[config.mk]
export PLATFORM = sky130hd
export DESIGN_NAME = inst_encoder
export DESIGN_NICKNAME = d
export VERILOG_FILES = /design/src/rtl/inst_encoder.sv
export SDC_FILE = /design/constraint.sdc
export NUM_CORES = 1
export LEC_CHECK = 0
export CORE_UTILIZATION = 52
export CTS_CLUSTER_SIZE = 12
export DETAILED_ROUTE_END_ITERATION = 6
export GPL_TIMING_DRIVEN = 0
export PLACE_DENSITY_LB_ADDON = 0.05
export SLEW_MARGIN = 20
export SYNTH_ARGS = -nofsm -noshare
export SYNTH_HDL_FRONTEND = slang
export SYNTH_SLANG_ARGS = --single-unit
export TNS_END_PERCENT = 30
[constraint.sdc]
create_clock -name clk -period 3.26 [get_ports clk]
set_input_delay 0.652 -clock clk [delete_from_list [all_inputs] [get_ports clk]]
set_output_delay 0.652 -clock clk [all_outputs]
set_load 0.005 [all_outputs]
[src/rtl/inst_encoder.sv]
// rtl/inst_encoder.sv - RV32I instruction word encoder with immediate range checks
// and a two-stage valid/ready pipeline feeding an auto-incrementing imem write port.
module inst_encoder #(
    parameter int                 ADDR_W    = 32,
    parameter logic [ADDR_W-1:0]  BASE_ADDR = '0,
    parameter int                 CNT_W     = 16
) (
    input  logic              clk,
    input  logic              rst_n,
    input  logic              in_valid,
    output logic              in_ready,
    input  logic [2:0]        fmt,
    input  logic [4:0]        rd,
    input  logic [4:0]        rs1,
    input  logic [4:0]        rs2,
    input  logic [2:0]        funct3,
    input  logic [6:0]        funct7,
    input  logic [31:0]       imm,
    output logic              out_valid,
    input  logic              out_ready,
    output logic [31:0]       out_inst,
    output logic [ADDR_W-1:0] out_addr,
    output logic              err_sticky,
    output logic [CNT_W-1:0]  inst_count,
    output logic [CNT_W-1:0]  err_count
);

    localparam logic [6:0] OP_IMM    = 7'b0010011;
    localparam logic [6:0] OP_LOAD   = 7'b0000011;
    localparam logic [6:0] OP_STORE  = 7'b0100011;
    localparam logic [6:0] OP_BRANCH = 7'b1100011;
    localparam logic [6:0] OP_JAL    = 7'b1101111;
    localparam logic [6:0] OP_JALR   = 7'b1100111;

    localparam logic [2:0] FMT_IALU = 3'd0;
    localparam logic [2:0] FMT_LOAD = 3'd1;
    localparam logic [2:0] FMT_S    = 3'd2;
    localparam logic [2:0] FMT_B    = 3'd3;
    localparam logic [2:0] FMT_JAL  = 3'd4;
    localparam logic [2:0] FMT_JALR = 3'd5;

    localparam logic [CNT_W-1:0] CNT_MAX = '1;

    logic signed [31:0] simm;
    logic               fits12;
    logic               fits13;
    logic               fits21;
    logic               is_shift;
    logic               addi_hazard;
    logic [31:0]        enc_inst;
    logic               enc_err;

    logic               a_vld;
    logic               a_err;
    logic [31:0]        a_inst;

    logic               b_free;
    logic               accept;
    logic               a_adv;
    logic               b_load;
    logic               drop;
    logic               deliver;

    assign simm     = imm;
    assign fits12   = (imm[31:11] == {21{imm[11]}});
    assign fits13   = (imm[31:12] == {20{imm[12]}});
    assign fits21   = (imm[31:20] == {12{imm[20]}});
    assign is_shift = (funct3 == 3'b001) || (funct3 == 3'b101);
    // ADDI immediates in this window collide with the decoder's negated-field case.
    assign addi_hazard = (simm >= -32'sd1024) && (simm <= -32'sd993);

    always_comb begin
        enc_inst = '0;
        enc_err  = 1'b0;
        case (fmt)
            FMT_IALU: begin
                if (is_shift) begin
                    enc_inst = {funct7, imm[4:0], rs1, funct3, rd, OP_IMM};
                    enc_err  = (imm[31:5] != 27'd0);
                end else begin
                    enc_inst = {imm[11:0], rs1, funct3, rd, OP_IMM};
                    enc_err  = !fits12 || ((funct3 == 3'b000) && addi_hazard);
                end
            end
            FMT_LOAD: begin
                enc_inst = {imm[11:0], rs1, funct3, rd, OP_LOAD};
                enc_err  = !fits12;
            end
            FMT_S: begin
                enc_inst = {imm[11:5], rs2, rs1, funct3, imm[4:0], OP_STORE};
                enc_err  = !fits12;
            end
            FMT_B: begin
                enc_inst = {imm[12], imm[10:5], rs2, rs1, funct3, imm[4:1], imm[11], OP_BRANCH};
                enc_err  = !fits13 || imm[0];
            end
            FMT_JAL: begin
                enc_inst = {imm[20], imm[10:1], imm[11], imm[19:12], rd, OP_JAL};
                enc_err  = !fits21 || imm[0];
            end
            FMT_JALR: begin
                enc_inst = {imm[11:0], rs1, 3'b000, rd, OP_JALR};
                enc_err  = !fits12;
            end
            default: begin
                enc_inst = '0;
                enc_err  = 1'b1;
            end
        endcase
    end

    assign b_free   = !out_valid || out_ready;
    assign in_ready = !a_vld || b_free;
    assign accept   = in_valid && in_ready;
    assign a_adv    = a_vld && b_free;
    assign b_load   = a_adv && !a_err;
    assign drop     = a_adv && a_err;
    assign deliver  = out_valid && out_ready;

    always_ff @(posedge clk or negedge rst_n) begin
        if (!rst_n) begin
            a_vld  <= 1'b0;
            a_err  <= 1'b0;
            a_inst <= '0;
        end else if (accept) begin
            a_vld  <= 1'b1;
            a_err  <= enc_err;
            a_inst <= enc_inst;
        end else if (a_adv) begin
            a_vld  <= 1'b0;
        end
    end

    // Output register holds its word until the sink takes it.
    always_ff @(posedge clk or negedge rst_n) begin
        if (!rst_n) begin
            out_valid <= 1'b0;
            out_inst  <= '0;
        end else if (b_load) begin
            out_valid <= 1'b1;
            out_inst  <= a_inst;
        end else if (deliver) begin
            out_valid <= 1'b0;
        end
    end

    always_ff @(posedge clk or negedge rst_n) begin
        if (!rst_n) begin
            out_addr <= BASE_ADDR;
        end else if (deliver) begin
            out_addr <= out_addr + ADDR_W'(4);
        end
    end

    always_ff @(posedge clk or negedge rst_n) begin
        if (!rst_n) begin
            inst_count <= '0;
            err_count  <= '0;
            err_sticky <= 1'b0;
        end else begin
            if (deliver && (inst_count != CNT_MAX)) begin
                inst_count <= inst_count + 1'b1;
            end
            if (drop && (err_count != CNT_MAX)) begin
                err_count <= err_count + 1'b1;
            end
            if (drop) begin
                err_sticky <= 1'b1;
            end
        end
    end

endmodule

# == After elaboration in Yosys (flattened, before gate mapping) ==
# Cells that the tools add are included.
# totals
output_inout_bits,99
input_bits,64
elab_cells,61
reg_bits,132
# classes
order_cmp,2
eq_ne,12
reduce_logical,27
add_sub_neg,3
muxes,8
# op_table
operator,n
32-bit one-hot mux with 6 select lines,1
16-bit by 1-bit adder with 16-bit output (second input constant),2
32-bit by 3-bit adder with 32-bit output (second input constant),1
32-bit by 11-bit >= comparator with 1-bit output (second input constant),1
32-bit by 11-bit <= comparator with 1-bit output (second input constant),1
32-bit 2-to-1 mux,1
16-bit != test (second input constant),2
27-bit nonzero test,1
20-bit equality test,1
19-bit equality test,1
11-bit equality test,1
3-bit equality test (second input constant),3
1-bit logical AND,9
3-bit by 1-bit equality test with 1-bit output (second input constant),2
3-bit by 2-bit equality test with 1-bit output (second input constant),2
1-bit logical NOT,6
3-bit logical NOT,2
1-bit logical OR,6
1-bit 2-to-1 mux,5
1-bit one-hot mux with 4 select lines,1
2-bit nonzero test,2
3-bit OR reduction,1

# == Logic depth before layout (Yosys ltp) ==
# Gate-level depths: netlist of run 1.
# logic_depth
ltp_word,6
ltp_mapped,7
ltp_nobuf,7

# == Worst setup path after synthesis of run 1 ==
# No wires, ideal clock.
# synth_path
path_kind,in2reg
startpoint,input port imm[9]
endpoint,register a_err
t_arrival_ps,1861
setup_ps,126
slack_ps,1273
path_stages,5
t_required_ps,3134
path_buffers,0
path_cell_list,or4_1 > nor2_1 > nand3_1 > o21a_2 > a221o_1
# synth_between
elab_chain_cells,6
elab_cells_between_ends,8
cone_classes,2 x order compare; 2 x mux; 4 x reduce/logical
# synth_rtl
element,line_no,text
start: declaration,18,"input logic [31:0] imm,"
32-bit by 11-bit >= comparator with 1-bit output or 32-bit by 11-bit <= comparator with 1-bit output (tied branches),70,assign addi_hazard = (simm >= -32'sd1024) && (simm <= -32'sd993);
1-bit logical AND,70,
1-bit logical AND,82,enc_err = !fits12 || ((funct3 == 3'b000) && addi_hazard);
1-bit logical OR,82,
1-bit 2-to-1 mux (*),77,if (is_shift) begin
1-bit one-hot mux with 4 select lines (*),75,case (fmt)
end signal: assignment,127,a_err <= enc_err;
end: declaration,54,logic a_err;
# Every way passes the cells marked *; elsewhere a longest branch is shown, timed or not.
# A chain may end at the register's enable or synchronous reset.

# == Final worst setup path of run 1 ==
# layout_path
startpoint,input port out_ready
endpoint,output port in_ready
# layout_between
elab_chain_cells,2
# layout_rtl
element,line_no,text
start: declaration,20,"input logic out_ready,"
1-bit logical OR,112,assign b_free = !out_valid || out_ready;
1-bit logical OR,113,assign in_ready = !a_vld || b_free;
end: declaration,11,"output logic in_ready,"
# Every way passes these cells.

==> results.yml, run 1 <==
worst_setup_path:
  cp_cell_sequence: "clkdlybuf4s50_1 -> nand3b_1 -> clkdlybuf4s50_1"
  worst_setup_path_end_kind: "primary output"
  critPathLaunchType: "primary input"
  cp_max_fo: 4
  crit_path_frequent_cell: "clkdlybuf4s50_1"
  worst-path-buf-inv: 2
  crit_type: "primary input to primary output"
  cp_top_family: "buffers and inverters"
  cp.required_ps: 2610
  slowest_stage: "clkdlybuf4s50_1"
  slowest_delay_ps: 560
  worstPathArrival_ps: 1920
timing:
  fmax_ghz: 0.389
  holdWs_ps: 109
  rsz0062_at_grt: "false"
  worst_pin_slew_ps: 737
  finalMaxSlewViolations: 0
  setup_viol_count_final: 0
  hold_viol_final: 0
  finalCritPeriodShare: 0.788
  max_slew_margin: 0.509
  tns_ps: 0
  skew_ps: 11.5
  timing.final.crit_period_ps: 2570
cells_and_area:
  fin_cells: 860
  final_util: 0.759
  fin_nets: 778
  final_cell_mix: "158 x clkdlybuf4s50_1, 128 x dfrtp_1, 58 x nor2_1"
  multi_input_area_um2: 2520
  num_antenna_cells: 0
  n_fill_cell: 763
  drive_gt1_frac: 0.128
  ff_latch_area_um2: 3200
  area_growth_pct: 41.4
  final_common_cell: "clkdlybuf4s50_1"
route:
  wl_per_cell_um: 16.1
  drt_iter0_markers: 339
  drc: 0
  ant_nets: 0
  vias: 4718
  avgViaCountPerCell: 5.49
  wl_um: 13800
  firstDrtPassIters: 4
place:
  gp_congestion: 0.883
  dpl.hpwl_um: 10100
  placed_cells: 829
  port_buffers: 159
clock_tree:
  root_buffer: "clkbuf_8"
  clk_latency_ps: 520
  cts_htree_levels: 4
  clock-sinks: 128
  clk_path_buf_depth: 2
  cts_resized: 0
  post-cts-setup-buffers: 0
  numCtsBuffers: 17
  cts_tree: "built"
  path_clk_slew_ps: 60
  hold_buffers: 0
pwr:
  cellPowerDensity_nw_per_um2: 639
  leakagePower_nw: 3.61
  vdd_drop_max_uv: 373
logic_synthesis:
  synth_flop_cell: "dfrtp_1"
  ys_warn_count: 0
  async_reset_ff_frac: 1.00
  avgSynthCellArea_um2: 11.1
  syn_inst: 528
  synth_edf_count: 0
  netlist_area_um2: 5850
  seq_area_frac_synth: 0.548
  synth_seq_cells: 128
  synthDistinctLibCells: 56
  synth_top_area_share: 0.548
  synthDominantAreaCellType: "dfrtp_1"
  synth_area_leaders: "dfrtp_1 55%, xnor2_1 6.3%, mux2_2 6.2%, nor2_1 3.7%, nand2_1 3.5%"
floorplan:
  die_w_um: 108
  dieArea_um2: 11700
  pin_count: 163
  start_util: 0.537
  core_area_um2: 10900
  die_y_um: 108
  rows: 38
worst_hold_path:
  hold_class: "primary input to async pin"
global_route:
  grt_pass1_vias: 4696
  groute.usage.overall: 0.253
  grt_max_degree: 66
  overflow: 0
  antenna_found_initial: 0
  grt_pass1_wl_um: 22600
status:
  outcome: "finished, final reports clean"
flow_run:
  maxCapViolations: 0
power by group:
group / switching (mW) / leakage (nW) / internal, mW
combinational: 0.440 / 1.68 / 0.770
sequential: 0.235 / 1.64 / 1.90
clock: 0.662 / 0.298 / 1.28
Yosys cell counts (7+ instances only):
library cell / n
nor3_1: 8
xor2_1: 16
nand2_1: 54
nand4_1: 25
and3_1: 7
o21ai_0: 10
dfrtp_1: 128
a221oi_1: 11
nor2_1: 58
nand3_1: 22
clkbuf_1: 9
mux2_2: 32
a21oi_1: 10
xnor2_1: 42
mux2i_1: 8
inv_1: 7
metal layers:
metal / global-route usage / vias up / routed length, um
li1: - / 2221 / -
met1: 0.333 / 2299 / 6040
met2: 0.396 / 177 / 6680
met3: 0.0663 / 21 / 883
met4: 0.105 / 0 / 235
met5: 0 / - / 0
state kept, by name, summed over array words and instances, names as in the netlist:
signal	cells
out_addr	30
inst_count	16
a_vld	1
err_count	16
err_sticky	1
a_inst	31
a_err	1
out_valid	1
out_inst	31
stage by stage:
stage	area, um2	setup WS [ps]	total power, mW
finish	8270	690	5.29
global route	8270	655	5.53
CTS	8270	706	5.34
detailed placement	7650	562	3.36
global placement	7620	-3240	3.31
floorplan	5850	1270	2.56
area by class of cell:
| cell class | count | area share |
|---|---|---|
| repair buffers | 160 | 0.196 |
| clock inverters | 8 | 0.0153 |
| inverters | 11 | 0.00499 |
| flip-flops and latches | 128 | 0.387 |
| well taps | 140 | 0.0212 |
| plain buffers | 19 | 0.0107 |
| multi-input cells | 371 | 0.304 |
| clock buffers | 23 | 0.0601 |
worst register-to-register path: stages, from the launching register on:
cell,delay (ps)
dfrtp_1,420
ha_1,250
nand2_1,80
nor2_1,70
a41oi_1,370
buf_2,300
nand4_1,150
xnor2_1,150
path summary, 6_finish.rpt:
path	startpoint	slack, ps	depth (start not counted)	end
setup reg to reg	inst_count[0]	1350	7	inst_count[13]
hold reg to reg	out_addr[31]	460	1	out_addr[31]
max in group asynchronous	rst_n	2430	2	out_addr[3]
min in group clk	out_addr[31]	460	1	out_addr[31]
setup / recovery	out_ready	690	3	in_ready
hold / removal	rst_n	110	1	inst_count[6]
logic make-up (layout without fill, tap and decap cells):
logic type / after synthesis / after routing / share of synthesized area
xor gates and xnor gates: 58 / 58 / 0.0869
other: 1 / 2 / 0.000641
buffers and inverters: 30 / 221 / 0.0223
DFF: 128 / 128 / 0.548
muxes: 42 / 42 / 0.0792
and+or+nand+nor: 207 / 207 / 0.181
AOI/OAI and AO/OA: 56 / 56 / 0.0689
adders and majority gates: 6 / 6 / 0.0128
Note: power is estimated with default switching activity, not from simulation.
==> run 2, diff against run 1 <==
--- a/config.mk
+++ b/config.mk
@@ -5,7 +5,7 @@
 export SDC_FILE = /design/constraint.sdc
 export NUM_CORES = 1
 export LEC_CHECK = 0
-export CORE_UTILIZATION = 52
+export CORE_UTILIZATION = 44
 export CTS_CLUSTER_SIZE = 12
 export DETAILED_ROUTE_END_ITERATION = 6
 export GPL_TIMING_DRIVEN = 0
==> constraint.sdc (replaced) <==
create_clock -name clk -period 2.3 [get_ports clk]
set_input_delay 0.46 -clock clk [delete_from_list [all_inputs] [get_ports clk]]
set_output_delay 0.46 -clock clk [all_outputs]
set_load 0.005 [all_outputs]
==> results.yml, run 2 (synthesized netlist as in run 1, its figures left out) <==
status:
  outcome: "finished, final reports clean"
route:
  drt_iter0_markers: 304
  ant_nets: 0
  drc: 0
  vias: 4676
  wl_per_cell_um: 15.3
  firstDrtPassIters: 4
  avgViaCountPerCell: 5.24
  wl_um: 13700
global_route:
  grt_pass1_vias: 4609
  grt_max_degree: 74
  overflow: 0
  use_met3: 0.0664
  grt_pass1_wl_um: 22400
  antenna_found_initial: 0
  busiest_layer: "met2"
  met2_usage: 0.342
  gr-usage-met1: 0.277
  groute.usage.overall: 0.216
floorplan:
  rows: 41
  pin_count: 163
  die_w_um: 117
  start_util: 0.458
  core_area_um2: 12800
  dieArea_um2: 13800
  die_y_um: 117
cells_and_area:
  final_cell_mix: "158 x clkdlybuf4s50_1, 128 x dfrtp_1, 58 x nor2_1"
  n_fill_cell: 1029
  final_common_cell: "clkdlybuf4s50_1"
  largestRegisters: "a_inst x31, out_inst x31, out_addr x30"
  fin_cells: 893
  num_antenna_cells: 0
  drive_gt1_frac: 0.121
  area_growth_pct: 41.8
  final_util: 0.649
  final_area_um2: 8290
  fin_nets: 778
worst_setup_path:
  r2r_start: "inst_count[0]"
  cp.required_ps: 1840
  critPathLaunch: "out_ready"
  worst_setup_path_end_kind: "primary output"
  crit_type: "primary input to primary output"
  cp_max_fo: 4
  critPathLaunchType: "primary input"
  worstPathArrival_ps: 1720
pwr:
  vdd_drop_max_uv: 585
  leakagePower_nw: 3.61
  cellPowerDensity_nw_per_um2: 897
timing:
  holdWs_ps: 11.5
  timing.final.crit_period_ps: 2180
  tns_ps: 0
  max_slew_margin: 0.539
  finalCritPeriodShare: 0.948
  rsz0062_at_grt: "false"
  hold_viol_final: 0
  fmax_ghz: 0.459
  setup_viol_count_final: 0
  skew_ps: 4.79
  finalMaxSlewViolations: 0
  worst_pin_slew_ps: 691
place:
  placed_area_um2: 7690
  dpl.hpwl_um: 10100
  gp_congestion: 0.866
  placed_cells: 861
  port_buffers: 159
clock_tree:
  root_buffer: "clkbuf_16"
  clock-sinks: 128
  numCtsBuffers: 17
  path_clk_slew_ps: 50
  hold_buffers: 0
  clk_latency_ps: 410
  cts_resized: 0
  cts_htree_levels: 4
  cts_tree: "built"
  clk_path_buf_depth: 2
  post-cts-setup-buffers: 0
worst_hold_path:
  hold_class: "primary input to async pin"
flow_run:
  maxCapViolations: 0
-- run 2: cell types whose count changed in the layout (fill, tap and decap cells not counted), sizes merged --
cell | previous run | this run
clkbuf | 32 | 36
clkinvlp | 3 | 0
-- run 2: path summary, 6_finish.rpt --
kind | end | slack [ps] | cells after the start
max | in_ready | 120 | 3
min in group clk | a_inst[4] | 430 | 2
max reg2reg | inst_count[8] | 320 | 7
min reg2reg | err_sticky | 470 | 1
min | inst_count[7] | 10 | 1
max in group asynchronous | out_inst[21] | 1570 | 2
-- run 2: critical path, stage by stage --
cell and delay [ps]:
clkdlybuf4s50_1 500, nand3b_1 200, clkdlybuf4s50_1 560
-- run 2: report_power, final --
group / total (mW) / switching (mW) / internal [mW]
Clock: 2.72 / 0.908 / 1.82
Combinational: 1.70 / 0.608 / 1.09
Sequential: 3.01 / 0.323 / 2.69
Total: 7.43 / 1.84 / 5.59
-- run 2: area by class of cell --
class                   instances  area (um2)  share of cell area
plain buffers                  19        88.8              0.0107
clock buffers                  27         503              0.0607
clock inverters                 5         100              0.0121
inverters                      11        41.3             0.00498
multi-input cells             371        2520               0.304
flip-flops and latches        128        3200               0.386
well taps                     172         215              0.0260
repair buffers                160        1620               0.195
-- run 2: routing by layer --
| layer | up-vias | wire length [um] |
|---|---|---|
| met5 | - | 0 |
| li1 | 2227 | - |
| met4 | 0 | 157 |
| met3 | 13 | 840 |
| met1 | 2285 | 6100 |
| met2 | 151 | 6610 |
-- run 2: through the flow --
| stage | power (mW) | setup slack, ps |
|---|---|---|
| 2_1_floorplan | 3.63 | 505 |
| 4_1_cts | 7.53 | 97.2 |
| 3_3_place_gp | 4.72 | -4140 |
| 3_5_place_dp | 4.77 | -229 |
| 6_report | 7.43 | 120 |
| 5_1_grt | 7.83 | 23.8 |
